## config.mk

```make
export PLATFORM = sky130hd
export DESIGN_NAME = floor_palette_fader
export DESIGN_NICKNAME = d
export VERILOG_FILES = /design/src/rtl/floor_pal_pkg.sv /design/src/rtl/floor_pal_scale.sv /design/src/rtl/floor_palette_fader.sv
export SDC_FILE = /design/constraint.sdc
export NUM_CORES = 1
export LEC_CHECK = 0
export BUFFER_PORTS_ARGS = -buffer_cell sky130_fd_sc_hd__buf_2
export CAP_MARGIN = 10
export CORE_MARGIN = 2
export CORE_UTILIZATION = 47
export DETAILED_ROUTE_END_ITERATION = 6
export HOLD_SLACK_MARGIN = 0.05
export PLACE_DENSITY_LB_ADDON = 0.25
export SLEW_MARGIN = 0
export SYNTH_ARGS = -nofsm -noshare
export SYNTH_HDL_FRONTEND = slang
export SYNTH_SLANG_ARGS = --single-unit
```

## constraint.sdc

```tcl
create_clock -name Clk -period 3.45 [get_ports Clk]
set_input_delay 0.1725 -clock Clk [delete_from_list [all_inputs] [get_ports Clk]]
set_output_delay 0.1725 -clock Clk [all_outputs]
set_load 0.005 [all_outputs]
```

## src/rtl/floor_pal_pkg.sv

```systemverilog
// Shared types and constants for the floor palette fader: colour struct,
// fade FSM states and the default floor grey ramp.
package floor_pal_pkg;

    localparam int BRIGHT_MAX = 15;
    localparam int PAL_DEPTH  = 16;

    typedef struct packed {
        logic [3:0] r;
        logic [3:0] g;
        logic [3:0] b;
    } rgb12_t;

    typedef enum logic [1:0] {
        IDLE     = 2'd0,
        FADE_OUT = 2'd1,
        FADE_IN  = 2'd2
    } fade_state_t;

    localparam rgb12_t FLOOR_PAL_DEFAULT [PAL_DEPTH] = '{
        12'h777, 12'hBBB, 12'h888, 12'h777,
        12'h666, 12'hAAA, 12'h888, 12'hCCC,
        12'hAAA, 12'h555, 12'h999, 12'hCCC,
        12'h666, 12'h777, 12'h777, 12'hBBB
    };

    function automatic rgb12_t floor_pal_default(input logic [3:0] idx);
        return FLOOR_PAL_DEFAULT[idx];
    endfunction

endpackage

```

## src/rtl/floor_pal_scale.sv

```systemverilog
// Second lookup stage: scales each colour channel by (brightness+1)/16 and
// registers the result together with the output valid flag.
module floor_pal_scale #(
    parameter int COLOR_W = 4
) (
    input  logic                   Clk,
    input  logic                   Reset_n,
    input  logic                   in_valid,
    input  logic [3*COLOR_W-1:0]   in_color,
    input  logic [3:0]             brightness,
    output logic                   out_valid,
    output logic [COLOR_W-1:0]     red,
    output logic [COLOR_W-1:0]     green,
    output logic [COLOR_W-1:0]     blue
);

    localparam int PROD_W = COLOR_W + 4;

    // Full-brightness (15) multiplies by 16 and the shift gives the channel back unchanged.
    function automatic logic [COLOR_W-1:0] scale_chan(input logic [COLOR_W-1:0] c,
                                                      input logic [3:0]         b);
        logic [PROD_W-1:0] prod;
        prod = PROD_W'(c) * (PROD_W'(b) + PROD_W'(1));
        return COLOR_W'(prod >> 4);
    endfunction

    // Register scaled channels; an invalid request produces black.
    always_ff @(posedge Clk) begin
        if (!Reset_n) begin
            out_valid <= 1'b0;
            red       <= '0;
            green     <= '0;
            blue      <= '0;
        end else begin
            out_valid <= in_valid;
            if (in_valid) begin
                red   <= scale_chan(in_color[3*COLOR_W-1 -: COLOR_W], brightness);
                green <= scale_chan(in_color[2*COLOR_W-1 -: COLOR_W], brightness);
                blue  <= scale_chan(in_color[COLOR_W-1   -: COLOR_W], brightness);
            end else begin
                red   <= '0;
                green <= '0;
                blue  <= '0;
            end
        end
    end

endmodule

```

## src/rtl/floor_palette_fader.sv

```systemverilog
// Floor-layer palette controller: 16-entry palette lookup through a 2-stage
// pipeline, with a global brightness fade stepped every FADE_FRAMES frames.
// Build option FLOOR_PAL_WR_EN: when defined the palette is runtime-writable,
// otherwise it is the constant default ramp and the write port is ignored.
module floor_palette_fader
    import floor_pal_pkg::*;
#(
    parameter int FADE_FRAMES = 4,
    parameter int IDX_W       = 4,
    parameter int COLOR_W     = 4
) (
    input  logic                   Clk,
    input  logic                   Reset_n,
    input  logic                   frame_start,
    input  logic                   pix_valid,
    input  logic [IDX_W-1:0]       pix_index,
    input  logic                   wr_en,
    input  logic [IDX_W-1:0]       wr_addr,
    input  logic [3*COLOR_W-1:0]   wr_data,
    input  logic                   fade_in,
    input  logic                   fade_out,
    output logic                   rgb_valid,
    output logic [COLOR_W-1:0]     red,
    output logic [COLOR_W-1:0]     green,
    output logic [COLOR_W-1:0]     blue,
    output logic [3:0]             brightness,
    output logic                   busy,
    output logic                   fade_done
);

    localparam int PIX_W = 3 * COLOR_W;
    localparam int DEPTH = 2 ** IDX_W;
    localparam int CNT_W = (FADE_FRAMES > 1) ? $clog2(FADE_FRAMES) : 1;
    localparam logic [CNT_W-1:0] CNT_LAST   = CNT_W'(FADE_FRAMES - 1);
    localparam logic [3:0]       BRIGHT_TOP = 4'(BRIGHT_MAX);

    function automatic logic [PIX_W-1:0] default_color(input logic [IDX_W-1:0] idx);
        rgb12_t e;
        e = floor_pal_default(4'(idx));
        return {COLOR_W'(e.r), COLOR_W'(e.g), COLOR_W'(e.b)};
    endfunction

    logic [PIX_W-1:0] lookup_color;
    logic             s1_valid;
    logic [PIX_W-1:0] s1_color;

    fade_state_t      state_q, state_n;
    logic [3:0]       bright_q, bright_n;
    logic [CNT_W-1:0] cnt_q, cnt_n;
    logic             hit_target;
    logic             busy_q, busy_n;
    logic             done_q, done_n;

`ifdef FLOOR_PAL_WR_EN
    logic [PIX_W-1:0] pal [DEPTH];

    // Writable palette; reset restores the default ramp and drops runtime writes.
    always_ff @(posedge Clk) begin
        if (!Reset_n) begin
            for (int i = 0; i < DEPTH; i++) begin
                pal[i] <= default_color(IDX_W'(i));
            end
        end else if (wr_en) begin
            pal[wr_addr] <= wr_data;
        end
    end

    assign lookup_color = pal[pix_index];
`else
    logic unused_wr;

    assign unused_wr    = ^{wr_en, wr_addr, wr_data};
    assign lookup_color = default_color(pix_index);
`endif

    // Stage 1: capture the palette entry (pre-write value) and the request qualifier.
    always_ff @(posedge Clk) begin
        if (!Reset_n) begin
            s1_valid <= 1'b0;
            s1_color <= '0;
        end else begin
            s1_valid <= pix_valid;
            s1_color <= lookup_color;
        end
    end

    floor_pal_scale #(
        .COLOR_W (COLOR_W)
    ) u_scale (
        .Clk        (Clk),
        .Reset_n    (Reset_n),
        .in_valid   (s1_valid),
        .in_color   (s1_color),
        .brightness (bright_q),
        .out_valid  (rgb_valid),
        .red        (red),
        .green      (green),
        .blue       (blue)
    );

    // Fade state, brightness, frame counter and registered status flags.
    always_ff @(posedge Clk) begin
        if (!Reset_n) begin
            state_q  <= IDLE;
            bright_q <= BRIGHT_TOP;
            cnt_q    <= '0;
            busy_q   <= 1'b0;
            done_q   <= 1'b0;
        end else begin
            state_q  <= state_n;
            bright_q <= bright_n;
            cnt_q    <= cnt_n;
            busy_q   <= busy_n;
            done_q   <= done_n;
        end
    end

    // Commands take priority over frame counting; fade_out beats fade_in.
    always_comb begin
        state_n    = state_q;
        bright_n   = bright_q;
        cnt_n      = cnt_q;
        hit_target = 1'b0;
        if (fade_out) begin
            if (!(state_q == IDLE && bright_q == 4'd0)) begin
                state_n = FADE_OUT;
                cnt_n   = '0;
            end
        end else if (fade_in) begin
            if (!(state_q == IDLE && bright_q == BRIGHT_TOP)) begin
                state_n = FADE_IN;
                cnt_n   = '0;
            end
        end else if (frame_start && state_q != IDLE) begin
            if (cnt_q == CNT_LAST) begin
                cnt_n = '0;
                if (state_q == FADE_OUT) begin
                    if (bright_q != 4'd0) begin
                        bright_n = bright_q - 4'd1;
                    end
                    hit_target = (bright_q <= 4'd1);
                end else begin
                    if (bright_q != BRIGHT_TOP) begin
                        bright_n = bright_q + 4'd1;
                    end
                    hit_target = (bright_q >= BRIGHT_TOP - 4'd1);
                end
                if (hit_target) begin
                    state_n = IDLE;
                end
            end else begin
                cnt_n = cnt_q + 1'b1;
            end
        end
    end

    // Status flags derived from the upcoming state and endpoint step.
    always_comb begin
        busy_n = (state_n != IDLE);
        done_n = hit_target;
    end

    assign brightness = bright_q;
    assign busy       = busy_q;
    assign fade_done  = done_q;

endmodule
```

==> results of run 1 <==
==> registers in the layout, summed over array words and instances, names as in the netlist <==
signal             flops
s1_color               4
u_scale.blue           4
fade_done              1
state_q                2
brightness             4
cnt_q                  2
s1_valid               1
busy                   1
u_scale.out_valid      1
==> cell usage in the layout, fill, tap and decap left out, types with 4 or more instances in the layout <==
master,count
nand2_1,14
buf_2,28
o211ai_1,5
o21ai_0,7
dfxtp_1,18
nand3_1,8
and2_1,10
ha_1,19
mux2i_1,4
xnor2_1,6
a21oi_1,5
inv_1,17
fa_1,5
buf_4,13
nor2_1,11
==> cell type report <==
class	count	area [µm²]	share of cell area (%)
Multi-Input combinational cell	130	1015	56.40
Clock buffer	3	22.52	1.252
Sequential cell	20	405.4	22.53
Tap cell	44	55.05	3.060
Inverter	17	63.81	3.547
Timing Repair Buffer	41	237.7	13.21
==> layer usage <==
metal / global-route usage [%] / up-vias / wire [µm]
li1: - / 682 / -
met1: 22.08 / 642 / 1475
met2: 35.49 / 38 / 1581
met3: 3.782 / 4 / 141
met4: 5.471 / 0 / 42
met5: 0 / - / 0
==> logic make-up (layout without fill, tap and decap cells) <==
logic type,after synthesis,in the layout,share of synthesized area (%)
buffers and inverters,31,61,9.919
AND/OR/NAND/NOR,59,59,19.60
XOR/XNOR,7,7,3.920
multiplexers,5,5,3.520
flip-flops,20,20,25.60
AO/OA/AOI/OAI,35,35,15.84
adder cells (fa/ha/maj),24,24,21.60
==> worst max-delay path by stage <==
stage	slack, ns	cells after the start	endpoint	startpoint
2_1_floorplan	0.04	12	u_scale.blue[3]	brightness[0]
3_3_place_gp	0.06	12	u_scale.blue[3]	brightness[1]
3_5_place_dp	0.01	12	u_scale.blue[3]	brightness[1]
4_1_cts	0.06	13	u_scale.blue[3]	brightness[0]
5_1_grt	0.01	12	u_scale.blue[3]	brightness[1]
6_report	0.19	12	u_scale.blue[3]	brightness[1]
==> critical path, stage by stage (launching register included) <==
cell and delay (ns):
dfxtp_4 0.39, ha_1 0.20, xor2_1 0.18, and2_1 0.20, fa_1 0.49, inv_1 0.05
fa_1 0.53, inv_1 0.04, ha_1 0.32, nand4_1 0.14, o2111ai_2 0.14, a2111o_1 0.43
o21ai_0 0.07
==> power by group <==
part           switching (W)  internal (W)
logic              0.0000380     0.0000322
clock network      0.0000702     0.0000408
registers         0.00000767      0.000239
total               0.000116      0.000312
==> per-stage QoR <==
step                      std cells  power [W]  utilization (%)
after floorplan                 181  0.0003023                -
after global routing            255  0.0004481            57.98
after CTS                       254  0.0004301            57.42
after detailed placement        251  0.0003222            56.65
final                           255  0.0004278            57.98
after global placement          251  0.0003179            56.65
==> what timing repair did <==
item	CTS	global route
resized for setup	1	3
endpoints found under the setup margin	1	2
pin swaps	0	1
cloned	0	0
buffers inserted	0	1
==> impl_results.md, run 1 <==
- Final nets: 264
- CTS tree: yes
- Hold-fix buffers at CTS: 0
- R2r startpoint: brightness[1]
- Power density over the cells: 237.8 nW/µm²
- Clock root cell: clkbuf_4
- WP data required: 3.69 ns
- Transition time of the tightest slew-check pin: 0.3965 ns
- Top-area cell type share of the netlist area: 25.60%
- Mapped cell area: 1564 µm²
- Drt initial violations: 60
- Leak Pwr: 0.8962 nW
- Antenna-violating nets left: 0
- Critical path endpoint category: flop
- Crit start category: flop
- Longest Clk Path Bufs: 2
- Reg2Reg Depth: 12
- Setup ws final: 0.1889 ns
- Worst-path fanout max: 8
- Worst path arrival time: 3.50 ns
- Fillers: 299
- Area delta synth->final: 15.04%
- MaxCap Viol Count: 0
- Top cells by count, synth: dfxtp_1 (20), ha_1 (19), inv_1 (17)
- Final Cycle Share: 94.52%
- Worst-Skew Late Latency: 0.30 ns
- Unrepaired setup endpoints after global routing: false
- Reg2Reg Setup Slack: 0.19 ns
- Post-synth top area cell: dfxtp_1
- DP HPWL: 2611 µm
- Vias: 1366
- Fin. Hold Viols: 0
- Hold WS: 0.08812 ns
- First-pass GRT wire length: 5375 µm
- Syn_area_per_cell: 8.641 µm²
- Post-layout minimum cycle time: 3.261 ns
- Rows: 20
- Min-delay src: pix_valid
- Vias/cell: 5.357
- Die Wd: 61.69 µm
- Die area: 3805 µm²
- Cell with the most instances after synthesis: dfxtp_1
- Setup Viol. Count Final: 0
- N_diodes: 0
- Status: finished clean
- Final slew viol count: 0
- Finished layout cell area: 1799 µm²
- Register bit total from synthesis: 20
- Synth warn: 0
- Total CTS buffers: 3
- Vias in the first global route: 1290
- Clock skew: 0.002044 ns
- Routed len/inst: 12.71 µm
- Hold Crit Class: in2reg
- Syn Nets: 232
- Setup TNS: 0 ns
- Gp weighted congestion: 0.8284
- CTS H-tree lvls: 1
- Hold Path End: s1_valid
- EDFF count, synth: 0
- Largest net degree at the start of global routing: 16
- Synth unique cells: 46
- Clk sinks: 20
- Clock transition at path regs: 0.11 ns
- Die height: 61.69 µm
- Core Footprint: 3103 µm²
- PortBufs: 28
- Cells after Synth: 181
- Peak supply drop: 0.1718 mV
- Overall routing resource usage: 19.15%
- Share of layout cells above drive strength 1: 24.64%
- Kind of critical path: reg2reg
- Max Fclk: 0.3066 GHz
- Primary FF master, synth: dfxtp_1
- Placed inst area: 1758 µm²
- Initial Utilization: 50.40%
- # IOs: 46
- Synth area leaders: dfxtp_1 (26%), ha_1 (15%), fa_1 (6.4%)
- Routed WL: 3241 µm
- Grt total ovfl: 0
- Hold Path Stages: 2
- Asr flop ratio synth: 0%
- Pre-antenna DRT Iters: 4
- Pre-CTS setup slack: 0.01234 ns
- DR DRC count: 0
- Reg-to-Reg End: u_scale.blue[3]
- Relative slew slack: 73.29%
- Initial antenna violation count: 0
- Register area share after synthesis: 25.60%
No activity file was read; power rests on OpenSTA's default activity.
==> inputs of run 2 (changes only) <==
--- a/config.mk
+++ b/config.mk
@@ -5,10 +5,11 @@
 export SDC_FILE = /design/constraint.sdc
 export NUM_CORES = 1
 export LEC_CHECK = 0
+export ABC_AREA = 1
 export BUFFER_PORTS_ARGS = -buffer_cell sky130_fd_sc_hd__buf_2
 export CAP_MARGIN = 10
 export CORE_MARGIN = 2
-export CORE_UTILIZATION = 47
+export CORE_UTILIZATION = 48
 export DETAILED_ROUTE_END_ITERATION = 6
 export HOLD_SLACK_MARGIN = 0.05
 export PLACE_DENSITY_LB_ADDON = 0.25
==> run 2 against run 1 <==
Effect of this change: clock-buffer cell count rose by 1; combinational power barely moved; sequential cell count did not move; core utilization fell by 0.43 points.
==> impl_results.md, run 2 <==
- Status: finished clean
- Hold Crit Class: in2reg
- Leading cell type in the layout, fill and taps excluded: nand2_1
- EDFF count, synth: 0 (unchanged)
- CTS H-tree lvls: 1 (unchanged)
- Overall power: 0.0004610 W (+7.8%)
- Mapped cell area: 1702 µm² (+8.8%)
- Hold WS: 0.1517 ns (+0.06354 ns)
- MaxCap Viol Count: 0 (unchanged)
- Clk sinks: 20 (unchanged)
- Top-area cell type share of the netlist area: 23.53% (-2.1 points)
- Final Cycle Share: 92.49% (-2.0 points)
- Cells after Synth: 240 (+33%)
- Setup TNS: 0 ns (unchanged)
- Setup ws final: 0.2590 ns (+0.07003 ns)
- Hold Path Stages: 3 (+1)
- Longest Clk Path Bufs: 2 (unchanged)
- DP HPWL: 2765 µm (+5.9%)
- Unrepaired setup endpoints after global routing: false
- Post-synth top area cell: dfxtp_1
- Multiplexer share of the synthesized area: 0% (-3.5 points)
- Initial antenna violation count: 0 (unchanged)
- CTS tree: yes
- Vias/cell: 4.798 (-10%)
- Die height: 63.54 µm (+3.0%)
- Routed WL: 3325 µm (+2.6%)
- Cell with the most instances after synthesis: nand2_1
- Register bit total from synthesis: 20 (unchanged)
- Net load switching power: 0.0001283 W (+11%)
- Vias in the first global route: 1394 (+8.1%)
- Relative slew slack: 82.98% (+9.7 points)
- Syn_area_per_cell: 7.090 µm² (-18%)
- Clock root cell: clkbuf_4
- Antenna-violating nets left: 0 (unchanged)
- Peak supply drop: 0.1766 mV (+2.8%)
- Fin. Hold Viols: 0 (unchanged)
- Synth area leaders: dfxtp_1 (24%), ha_1 (14%), nand2_1 (11%)
- Post-CTS setup buffer count: 0 (unchanged)
- Final slew viol count: 0 (unchanged)
- Rows: 21 (+5.0%)
- Critical path endpoint category: flop
- Clock skew: 0.0009275 ns (-0.001116 ns)
- Grt total ovfl: 0 (unchanged)
- Gp weighted congestion: 0.8094 (-2.3%)
- PortBufs: 28 (unchanged)
- Syn Nets: 291 (+25%)
- Synth warn: 0 (unchanged)
- Die Wd: 63.54 µm (+3.0%)
- Clock share of power: 31.0% (+5.1 points)
- DR DRC count: 0 (unchanged)
- Adder-cell share of the synthesized area: 19.85% (-1.7 points)
- Worst path arrival time: 3.41 ns (-0.09 ns)
- Primary FF master, synth: dfxtp_1
- Synth unique cells: 31 (-33%)
- Top cells by count, synth: nand2_1 (52), inv_1 (41), nor2_1 (23)
- Asr flop ratio synth: 0% (unchanged)
- Share of layout cells above drive strength 1: 23.25% (-1.4 points)
- Core Footprint: 3363 µm² (+8.4%)
- Crit start category: flop
- Largest family of logic cells by synthesized area: simple AND/OR/NAND/NOR gates
- N_diodes: 0 (unchanged)
- Setup Viol. Count Final: 0 (unchanged)
- Kind of critical path: reg2reg
- Comb power frac: 15.3% (-1.1 points)
- Reg2Reg Depth: 16 (+4)
- Power density over the cells: 238.2 nW/µm² (+0.16%)
- Switching Fraction: 27.83% (+0.75 points)
- Overall routing resource usage: 17.92% (-1.2 points)
- Initial Utilization: 50.60% (+0.19 points)
- Worst-Skew Late Latency: 0.31 ns (about the same)
- Transition time of the tightest slew-check pin: 0.2553 ns (-0.1412 ns)
- Simple-gate share of the synthesized area: 32.79% (+13 points)
- Synth Area in Compound Gates: 8.088% (-7.8 points)
- Pre-CTS setup slack: 0.2745 ns (+0.2621 ns)
- Leak Pwr: 1.130 nW (+26%)
- Total CTS buffers: 3 (unchanged)
- Max Fclk: 0.3134 GHz (+2.2%)
- WP data required: 3.67 ns (-0.02 ns)
- Clock transition at path regs: 0.12 ns (about the same)
- Die area: 4037 µm² (+6.1%)
- First-pass GRT wire length: 5809 µm (+8.1%)
- Pre-antenna DRT Iters: 4 (unchanged)
- Register area share after synthesis: 23.53% (-2.1 points)
- Final nets: 323 (+22%)
- Vias: 1521 (+11%)
- Routed len/inst: 10.49 µm (-17%)
- Internal power: 0.0003327 W (+6.6%)
- Most frequent cells in the layout: nand2_1 (52), inv_1 (41), buf_2 (28), nor2_1 (23)
- Post-layout minimum cycle time: 3.191 ns (-0.07003 ns)
- Sequential fraction of design power: 53.7% (-4.0 points)
- Largest net degree at the start of global routing: 13 (-3)
- XOR/XNOR Fraction of Synth Area: 1.544% (-2.4 points)
- Drt initial violations: 63 (+5.0%)
- Area delta synth->final: 13.75%
- # IOs: 46 (unchanged)
- Worst-path fanout max: 5 (-3)
## run 2: layer usage
| layer | wire, µm | GRT usage (%) | vias to the layer above |
|---|---|---|---|
| met4 | 62 | 8.152 | 0 |
| met1 | 1631 | 22.69 | 678 |
| met5 | 0 | 0 | - |
| li1 | - | - | 803 |
| met2 | 1508 | 30.13 | 35 |
| met3 | 122 | 2.321 | 5 |
## run 2: layout make-up
type | count | area [µm²]
clock buffers | 4 | 36.28
fillers | 370 | 1428
inverters | 44 | 170.2
multi-input cells | 166 | 1060
flip-flops and latches | 20 | 401.6
well taps | 46 | 57.56
repair buffers | 37 | 210.2
## run 2: kinds of logic after synthesis
group	after synthesis
simple gates	115
buf+inv	54
xor+xnor	3
flops	20
compound gates	24
fa+ha+maj	24
## run 2: critical path, cell delays in order, from the launching register on
cell	delay, ns
dfxtp_1	0.37
ha_1	0.22
inv_1	0.16
nand2_1	0.10
nand2_1	0.08
nor2_1	0.06
fa_1	0.50
inv_1	0.05
fa_1	0.52
inv_1	0.04
ha_1	0.35
a21oi_1	0.10
or2_2	0.28
nand3_1	0.11
nand2_1	0.06
nand2_1	0.05
nor2_1	0.04
## run 2: worst paths after layout
kind                       from         endpoint  slack, ns
hold / removal     pix_index[3]      s1_color[8]       0.15
setup / recovery  brightness[0]  u_scale.blue[3]       0.26
setup reg to reg  brightness[0]  u_scale.blue[3]       0.26
hold reg to reg        cnt_q[1]         cnt_q[1]       0.47
## run 2: power groups by stage
stage	clock network, W	registers [W]	logic (W)
finish	0.000143	0.000247	0.0000705
global route	0.000157	0.000249	0.0000817
CTS	0.000148	0.000247	0.0000710
detailed placement	0	0.000253	0.0000698
global placement	0	0.000252	0.0000684
floorplan	0	0.000251	0.0000502
## run 2: through the flow
step	instance area [µm²]	util (%)	instances
after floorplan	1702	-	240
after global placement	1888	56.14	312
after detailed placement	1888	56.14	312
after CTS	1934	57.51	317
after global routing	1936	57.55	317
final	1936	57.55	317
## run 2: timing repair
action / 4_1_cts / 5_1_grt
endpoints found under the setup margin: 0 / 1
endpoints found under the hold margin: 1 / 0
resized for setup: 0 / 1
hold buffers: 1 / 0
